==> src/rtl/fetch_ctrl.sv <==
// fetch_ctrl: instruction-fetch sequencer (BOOT -> RUN, REDIR bubble after a redirect).
// Define FETCH_CTRL_BUF_EN to insert a 2-entry FIFO between icache and decode.
module fetch_ctrl #(
  parameter int               XLEN         = 32,
  parameter logic [XLEN-1:0]  RESET_VECTOR = '0
) (
  input  logic            clk,
  input  logic            reset,
  input  logic            icache_stall_i,
  input  logic [31:0]     icache_instr_i,
  output logic            pc_v_o,
  output logic [XLEN-1:0] pc_o,
  input  logic            branch_v_i,
  input  logic [XLEN-1:0] branch_pc_i,
  input  logic            flush_v_i,
  input  logic [XLEN-1:0] flush_pc_i,
  input  logic            dec_ready_i,
  output logic            dec_valid_o,
  output logic [31:0]     dec_instr_o,
  output logic [XLEN-1:0] dec_pc_o
);

  typedef enum logic [1:0] {BOOT = 2'd0, RUN = 2'd1, REDIR = 2'd2} state_t;

  typedef struct packed {
    logic [XLEN-1:0] pc;
    logic [31:0]     instr;
  } fetch_ent_t;

  state_t          state_q, state_d;
  logic [XLEN-1:0] pc_q;
  logic [XLEN-1:0] redir_tgt;
  logic            redir;
  logic            accept;

  // Redirects are meaningless before the first fetch, so BOOT masks them.
  assign redir     = (flush_v_i | branch_v_i) & (state_q != BOOT);
  assign redir_tgt = (flush_v_i ? flush_pc_i : branch_pc_i) & ~XLEN'(3);
  assign pc_o      = pc_q;

  always_ff @(posedge clk or posedge reset) begin
    if (reset) state_q <= BOOT;
    else       state_q <= state_d;
  end

  always_comb begin
    state_d = state_q;
    case (state_q)
      BOOT:    state_d = RUN;
      RUN:     state_d = redir ? REDIR : RUN;
      REDIR:   state_d = redir ? REDIR : RUN;
      default: state_d = BOOT;
    endcase
  end

`ifdef FETCH_CTRL_BUF_EN
  fetch_ent_t head_q, tail_q, new_ent;
  logic [1:0] cnt_q;
  logic       pop, room;

  assign new_ent.pc    = pc_q;
  assign new_ent.instr = icache_instr_i;

  always_comb begin
    pop         = (cnt_q != 2'd0) & dec_ready_i;
    room        = (cnt_q != 2'd2) | pop;
    pc_v_o      = (state_q == RUN) & room;
    accept      = pc_v_o & ~icache_stall_i & ~redir;
    dec_valid_o = (cnt_q != 2'd0);
    dec_instr_o = head_q.instr;
    dec_pc_o    = head_q.pc;
  end

  // head_q is always the oldest entry, so decode sees a registered head.
  always_ff @(posedge clk or posedge reset) begin
    if (reset) begin
      cnt_q  <= '0;
      head_q <= '0;
      tail_q <= '0;
    end else if (redir) begin
      cnt_q <= '0;
    end else begin
      case ({accept, pop})
        2'b10: begin
          if (cnt_q == 2'd0) head_q <= new_ent;
          else               tail_q <= new_ent;
          cnt_q <= cnt_q + 2'd1;
        end
        2'b01: begin
          head_q <= tail_q;
          cnt_q  <= cnt_q - 2'd1;
        end
        2'b11: begin
          if (cnt_q == 2'd1) head_q <= new_ent;
          else begin
            head_q <= tail_q;
            tail_q <= new_ent;
          end
        end
        default: ;
      endcase
    end
  end

  a_cnt_bound: assert property (@(posedge clk) disable iff (reset) cnt_q <= 2'd2);
`else
  // Pass-through: the icache word goes straight to decode, so decode backpressure stalls the PC.
  always_comb begin
    pc_v_o      = (state_q == RUN);
    dec_valid_o = pc_v_o & ~icache_stall_i & ~redir;
    accept      = dec_valid_o & dec_ready_i;
    dec_instr_o = pc_v_o ? icache_instr_i : '0;
    dec_pc_o    = pc_v_o ? pc_q : '0;
  end
`endif

  always_ff @(posedge clk or posedge reset) begin
    if (reset)       pc_q <= RESET_VECTOR;
    else if (redir)  pc_q <= redir_tgt;
    else if (accept) pc_q <= pc_q + XLEN'(4);
  end

  a_boot_idle:  assert property (@(posedge clk) disable iff (reset)
                  (state_q == BOOT) |-> (!pc_v_o && !dec_valid_o));
  a_redir_idle: assert property (@(posedge clk) disable iff (reset)
                  (state_q == REDIR) |-> (!pc_v_o && !dec_valid_o));

endmodule

==> config.mk <==
export PLATFORM = sky130hd
export DESIGN_NAME = fetch_ctrl
export DESIGN_NICKNAME = d
export VERILOG_FILES = /design/src/rtl/fetch_ctrl.sv
export SDC_FILE = /design/constraint.sdc
export NUM_CORES = 1
export LEC_CHECK = 0
export ABC_AREA = 1
export CORE_MARGIN = 4
export CORE_UTILIZATION = 35
export CTS_CLUSTER_DIAMETER = 50
export DETAILED_ROUTE_END_ITERATION = 12
export PLACE_DENSITY = 0.83
export REMOVE_ABC_BUFFERS = 1
export SKIP_LAST_GASP = 1
export SLEW_MARGIN = 20
export SYNTH_ARGS = -nofsm -noshare
export SYNTH_HDL_FRONTEND = slang
export SYNTH_SLANG_ARGS = --single-unit
==> constraint.sdc <==
create_clock -name clk -period 1.6 [get_ports clk]
set_input_delay 0.32 -clock clk [delete_from_list [all_inputs] [get_ports clk]]
set_output_delay 0.32 -clock clk [all_outputs]
set_load 0.01 [all_outputs]
## Word-level counts from Yosys, hierarchy flattened

Cells that the tools add are included.

- Add/sub/neg operators: 1
- Reduce and logical (&&, ||, !) cells: 4
- Bitwise gates (word level): 7
- Shifts and indexed selects: 0
- Divide/modulo/power cells: 0
- Equality and inequality tests: 2
- Multiply operators: 0
- Magnitude comparators: 0
- Mux-type cells: 7

Operator list:

| cell | number |
|---|---|
| 32-bit 2-to-1 mux | 5 |
| 32-bit by 3-bit adder with 32-bit output (second input constant) | 1 |
| 1-bit AND | 4 |
| 2-bit one-hot mux with 2 select lines | 1 |
| 2-bit nonzero test | 2 |
| 2-bit by 1-bit == test with 1-bit output (second input constant) | 1 |
| 2-bit == test (second input constant) | 1 |
| 2-bit logical NOT | 1 |
| 2-bit 2-to-1 mux | 1 |
| 1-bit inverter | 2 |
| 2-bit OR reduction | 1 |
| 1-bit OR | 1 |

- Latch bits: 0
- Memory bits (read-only): 0
- Input port bits: 102
- Logic and storage cells: 23
- Memories: 0
- Memory bits (writable): 0
- Bits in registers: 34
- Output and inout port bits: 98

## Logic depth before layout (Yosys ltp)

- Depth in word-level cells: 7
- Depth in mapped cells: 13
- Mapped depth without buffers: 11

## Worst setup path after synthesis

No wires, ideal clock.

- Kind: reg2reg
- From: register state_q[0]
- To: register pc_q[3], in the netlist pc_o[3]
- Cell stages (with the launch flop): 13
- Data arrival time: 1.532 ns
- Required time: 1.474 ns
- Buffers on the path: 3
- Setup slack: -0.058 ns
- Setup time: 0.126 ns
- Period minus slack after synthesis: 1.658 ns
- Path through: dfrtp_1 -> ha_1 -> buf_6 -> inv_4 -> nor2_4 -> nand2_4 -> inv_4 -> nor2_8 -> inv_4 -> buf_6 -> buf_6 -> nor2_2 -> a21oi_2

RTL lines:

| what | line | source |
|---|---|---|
| from (decl) | 30 | `state_t state_q, state_d;` |
| from (signal assigned) | 43 | `else state_q <= state_d;` |
| 2-bit by 1-bit == test with 1-bit output | 109 | `pc_v_o = (state_q == RUN);` |
| net pc_v_o | 11 | `output logic pc_v_o,` |
| 1-bit AND (2 in series) | 110 | `dec_valid_o = pc_v_o & ~icache_stall_i & ~redir;` |
| 1-bit AND | 111 | `accept = dec_valid_o & dec_ready_i;` |
| 2-bit nonzero test (no line) | n/a |  |
| to (signal assigned) | 119 | `else if (redir) pc_q <= redir_tgt;` |
| to (signal assigned) | 120 | `else if (accept) pc_q <= pc_q + XLEN'(4);` |
| to (decl) | 31 | `logic [XLEN-1:0] pc_q;` |

The timed path passes the listed nets, and every way through them passes these cells.
A chain may end at the register's enable or synchronous reset.

## Worst setup path after layout

- From: register state_q[0]
- To: output port dec_pc_o[30]

- Longest elaborated chain between the ends: 2

Ends and longest elaborated chain:

| what | line | source |
|---|---|---|
| 2-bit by 1-bit == test with 1-bit output | 109 |  |
| 32-bit 2-to-1 mux | 113 | `dec_pc_o = pc_v_o ? pc_q : '0;` |
| to (decl) | 20 | `output logic [XLEN-1:0] dec_pc_o` |

Every way passes these cells.

==> results.cfg <==
[global_routing]
grt-ovfl-total = 0
grt_max_degree = 33
grt_pass1_wl_um = 23700
grtUsageTotal_pct = 26.6
first_global_vias = 4802
antenna_found_initial = 0

[floorplan]
die_area_mm2 = 0.0111
design.core.area_mm2 = 0.00924
start_util_pct = 35.8
die_w_um = 105
num_rows = 35
fp.dieH_um = 105
ios = 200

[clocking]
ctsRootBufferMaster = clkbuf_8
clock_latency_ns = 0.30
numCtsBuffers = 5
clock-sinks = 32
cts.htree.levels = 2
cts_hold_buf = 0
cts_tree = done
clkTransAtPathRegs_ns = 0.08
clk_path_buf_depth = 2

[synth]
ys_top_cells_by_area = dfrtp_1 (24%), nand2_1 (24%), inv_1 (12%)
syn_avg_cell_area_um2 = 5.76
synth_seq_area_share_pct = 24.2
ys_async_sr_fraction_pct = 100
syn_inst = 574
syn_area_mm2 = 0.00331
synth_flop_cell = dfrtp_1
synth_edf_count = 0
synth-seq-cells = 32
yosysTopAreaCell = dfrtp_1
synth_top_area_share_pct = 24.2
yosys_warnings = 0
yosysUniqueCellTypes = 35

[placed_design]
dp_hpwl_um = 9810
place_ws_ns = -0.529
gp_congestion = 0.898
io_buffers = 191

[power_and_ir_drop]
powerDensity_mw_per_mm2 = 1910
power.leakage_nw = 3.59
peakVddDrop_mv = 1.16

[detailed_routing]
antenna_left = 0
drc_errors = 0
dr.pass1.iters = 7
wl_per_cell_um = 15.8
drt_wl_total_um = 15300
drt_iter0_markers = 278
vias_per_cell = 4.81
vias = 4664

[sta]
min_period_over_period_pct = 123
clock_skew_ns = 0.00724
drv_slew = 0
rsz0062_at_grt = yes
holdWs_ns = 0.408
hold_viol = 0
post-route-min-period_ns = 1.97
fin_ws_ns = -0.374
fmax_mhz = 507
fin_tns_setup_ns = -25.01
setup_violations = 94

[run]
drv_cap = 0

[status]
outcome = complete, but fails checks
violations = negative setup slack

[finish]
nets = 946
drive_gt1_share_pct = 35.0
synthToLayoutAreaGrowth_pct = 103
antennaDiodeCount = 0
nFillCells = 684

[critical_path]
critPathLaunchType = flop
crit_type = reg -> out
path_max_fanout = 5
critPathRequiredTime_ns = 1.28
critPathCaptureType = primary output
worstPathArrival_ns = 1.65

[hold_path]
hold_class = in -> async
[final timing paths]
path | start | to | slack, ns | cells after the start
min | reset | state_q[1]$_DFF_PP0_ | 0.41 | 3
max in group asynchronous | reset | pc_o[25]$_DFFE_PP0P_ | 0.84 | 3
min reg2reg | pc_o[17]$_DFFE_PP0P_ | pc_o[17]$_DFFE_PP0P_ | 0.64 | 3
max reg2reg | state_q[0]$_DFF_PP0_ | pc_o[4]$_DFFE_PP0P_ | -0.37 | 14
min in group clk | pc_o[17]$_DFFE_PP0P_ | pc_o[17]$_DFFE_PP0P_ | 0.64 | 3
max | state_q[0]$_DFF_PP0_ | dec_pc_o[30] | -0.37 | 7
[layer usage]
layer | wire [um] | global-route usage [%] | vias to the layer above
li1 | - | - | 2250
met1 | 6170 | 31.6 | 2159
met2 | 7770 | 48.2 | 220
met3 | 965 | 4.41 | 35
met4 | 430 | 9.28 | 0
met5 | 0 | 0 | -
[critical path: stages (launching register included)]
cell and delay (ns):
dfrtp_1 0.42, ha_4 0.19, buf_12 0.12, buf_12 0.13, clkbuf_16 0.16, nand2_1 0.07, inv_1 0.04, clkdlybuf4s15_2 0.21
[cell usage in the layout, fill, tap and decap left out, types with 3 or more instances in the layout]
| cell type | synthesis | routed |
|---|---|---|
| nor2_1 | 71 | 63 |
| o21ai_1 | 1 | 4 |
| nand2_2 | 1 | 25 |
| a211oi_2 | 0 | 4 |
| dfrtp_1 | 32 | 13 |
| o31ai_2 | 0 | 4 |
| nand3_1 | 24 | 23 |
| inv_1 | 103 | 96 |
| xnor2_2 | 0 | 5 |
| a21oi_1 | 9 | 4 |
| inv_2 | 0 | 7 |
| o211ai_1 | 3 | 3 |
| dfrtp_2 | 0 | 19 |
| dlygate4sd2_1 | 0 | 10 |
| nor2_4 | 5 | 18 |
| buf_12 | 0 | 12 |
| dlymetal6s2s_1 | 0 | 6 |
| buf_4 | 6 | 58 |
| conb_1 | 1 | 4 |
| a21oi_2 | 8 | 13 |
| nand2_1 | 209 | 177 |
| nand2_4 | 1 | 9 |
| nor2_2 | 16 | 11 |
| o21ai_0 | 8 | 5 |
| clkdlybuf4s15_2 | 0 | 25 |
| clkdlybuf4s50_1 | 0 | 111 |
| buf_2 | 8 | 32 |
| o31ai_1 | 13 | 8 |
| buf_6 | 4 | 20 |
| clkbuf_8 | 0 | 6 |
| xor2_1 | 3 | 3 |
| buf_16 | 0 | 7 |
| nor3_1 | 6 | 4 |
[through the flow]
step | cells | power (mW) | cell area [um2] | utilization (%)
floorplan | 549 | 5.17 | 3150 | -
global placement | 907 | 8.86 | 5580 | 60.4
detailed placement | 907 | 9.05 | 5580 | 60.4
CTS | 965 | 12.5 | 6610 | 71.6
global route | 970 | 13.7 | 6700 | 72.5
finish | 970 | 12.8 | 6700 | 72.5
[timing repair]
action                                  in CTS  in global routing
gates resized for setup                    368                 44
endpoints found under the hold margin        0                  0
endpoints found under the setup margin     121                103
pin swaps                                   30                 24
setup buffers                               41                 12
cloned                                       9                  2
[state kept, by name, summed over array words and instances, names as in the netlist]
name     cells
state_q      2
pc_o        30
[cells in the mapped netlist, types with 6 or more instances]
| cell | n |
|---|---|
| nor2_1 | 71 |
| xnor2_1 | 6 |
| a21oi_1 | 9 |
| buf_4 | 6 |
| clkbuf_1 | 10 |
| nand3_1 | 24 |
| buf_2 | 8 |
| dfrtp_1 | 32 |
| nand2_1 | 209 |
| o21ai_0 | 8 |
| a21oi_2 | 8 |
| nor2_2 | 16 |
| nor3_1 | 6 |
| inv_1 | 103 |
| o31ai_1 | 13 |
[cell type report]
type,instances,area [um2],area share (%)
Clock inverter,2,10.0,0.149
Tap cell,129,161,2.41
Multi-Input combinational cell,411,2340,34.9
Timing Repair Buffer,284,2860,42.7
Clock buffer,6,82.6,1.23
Inverter,106,420,6.27
Sequential cell,32,825,12.3
[where the power goes]
group / total, mW / leakage (nW) / switching (mW) / internal, mW
Combinational: 10.4 / 3.19 / 5.10 / 5.28
Sequential: 1.73 / 0.353 / 0.469 / 1.26
Clock: 0.694 / 0.0510 / 0.350 / 0.344
[cell families after synthesis]
logic type               share of synthesized area, %
buffers and inverters                            17.3
other                                           0.113
flip-flops                                       24.2
AND/OR/NAND/NOR                                  43.6
adder cells (fa/ha/maj)                          1.51
AO/OA/AOI/OAI                                    10.9
XOR/XNOR                                         2.38
Power figures use the tool's default switching activity.
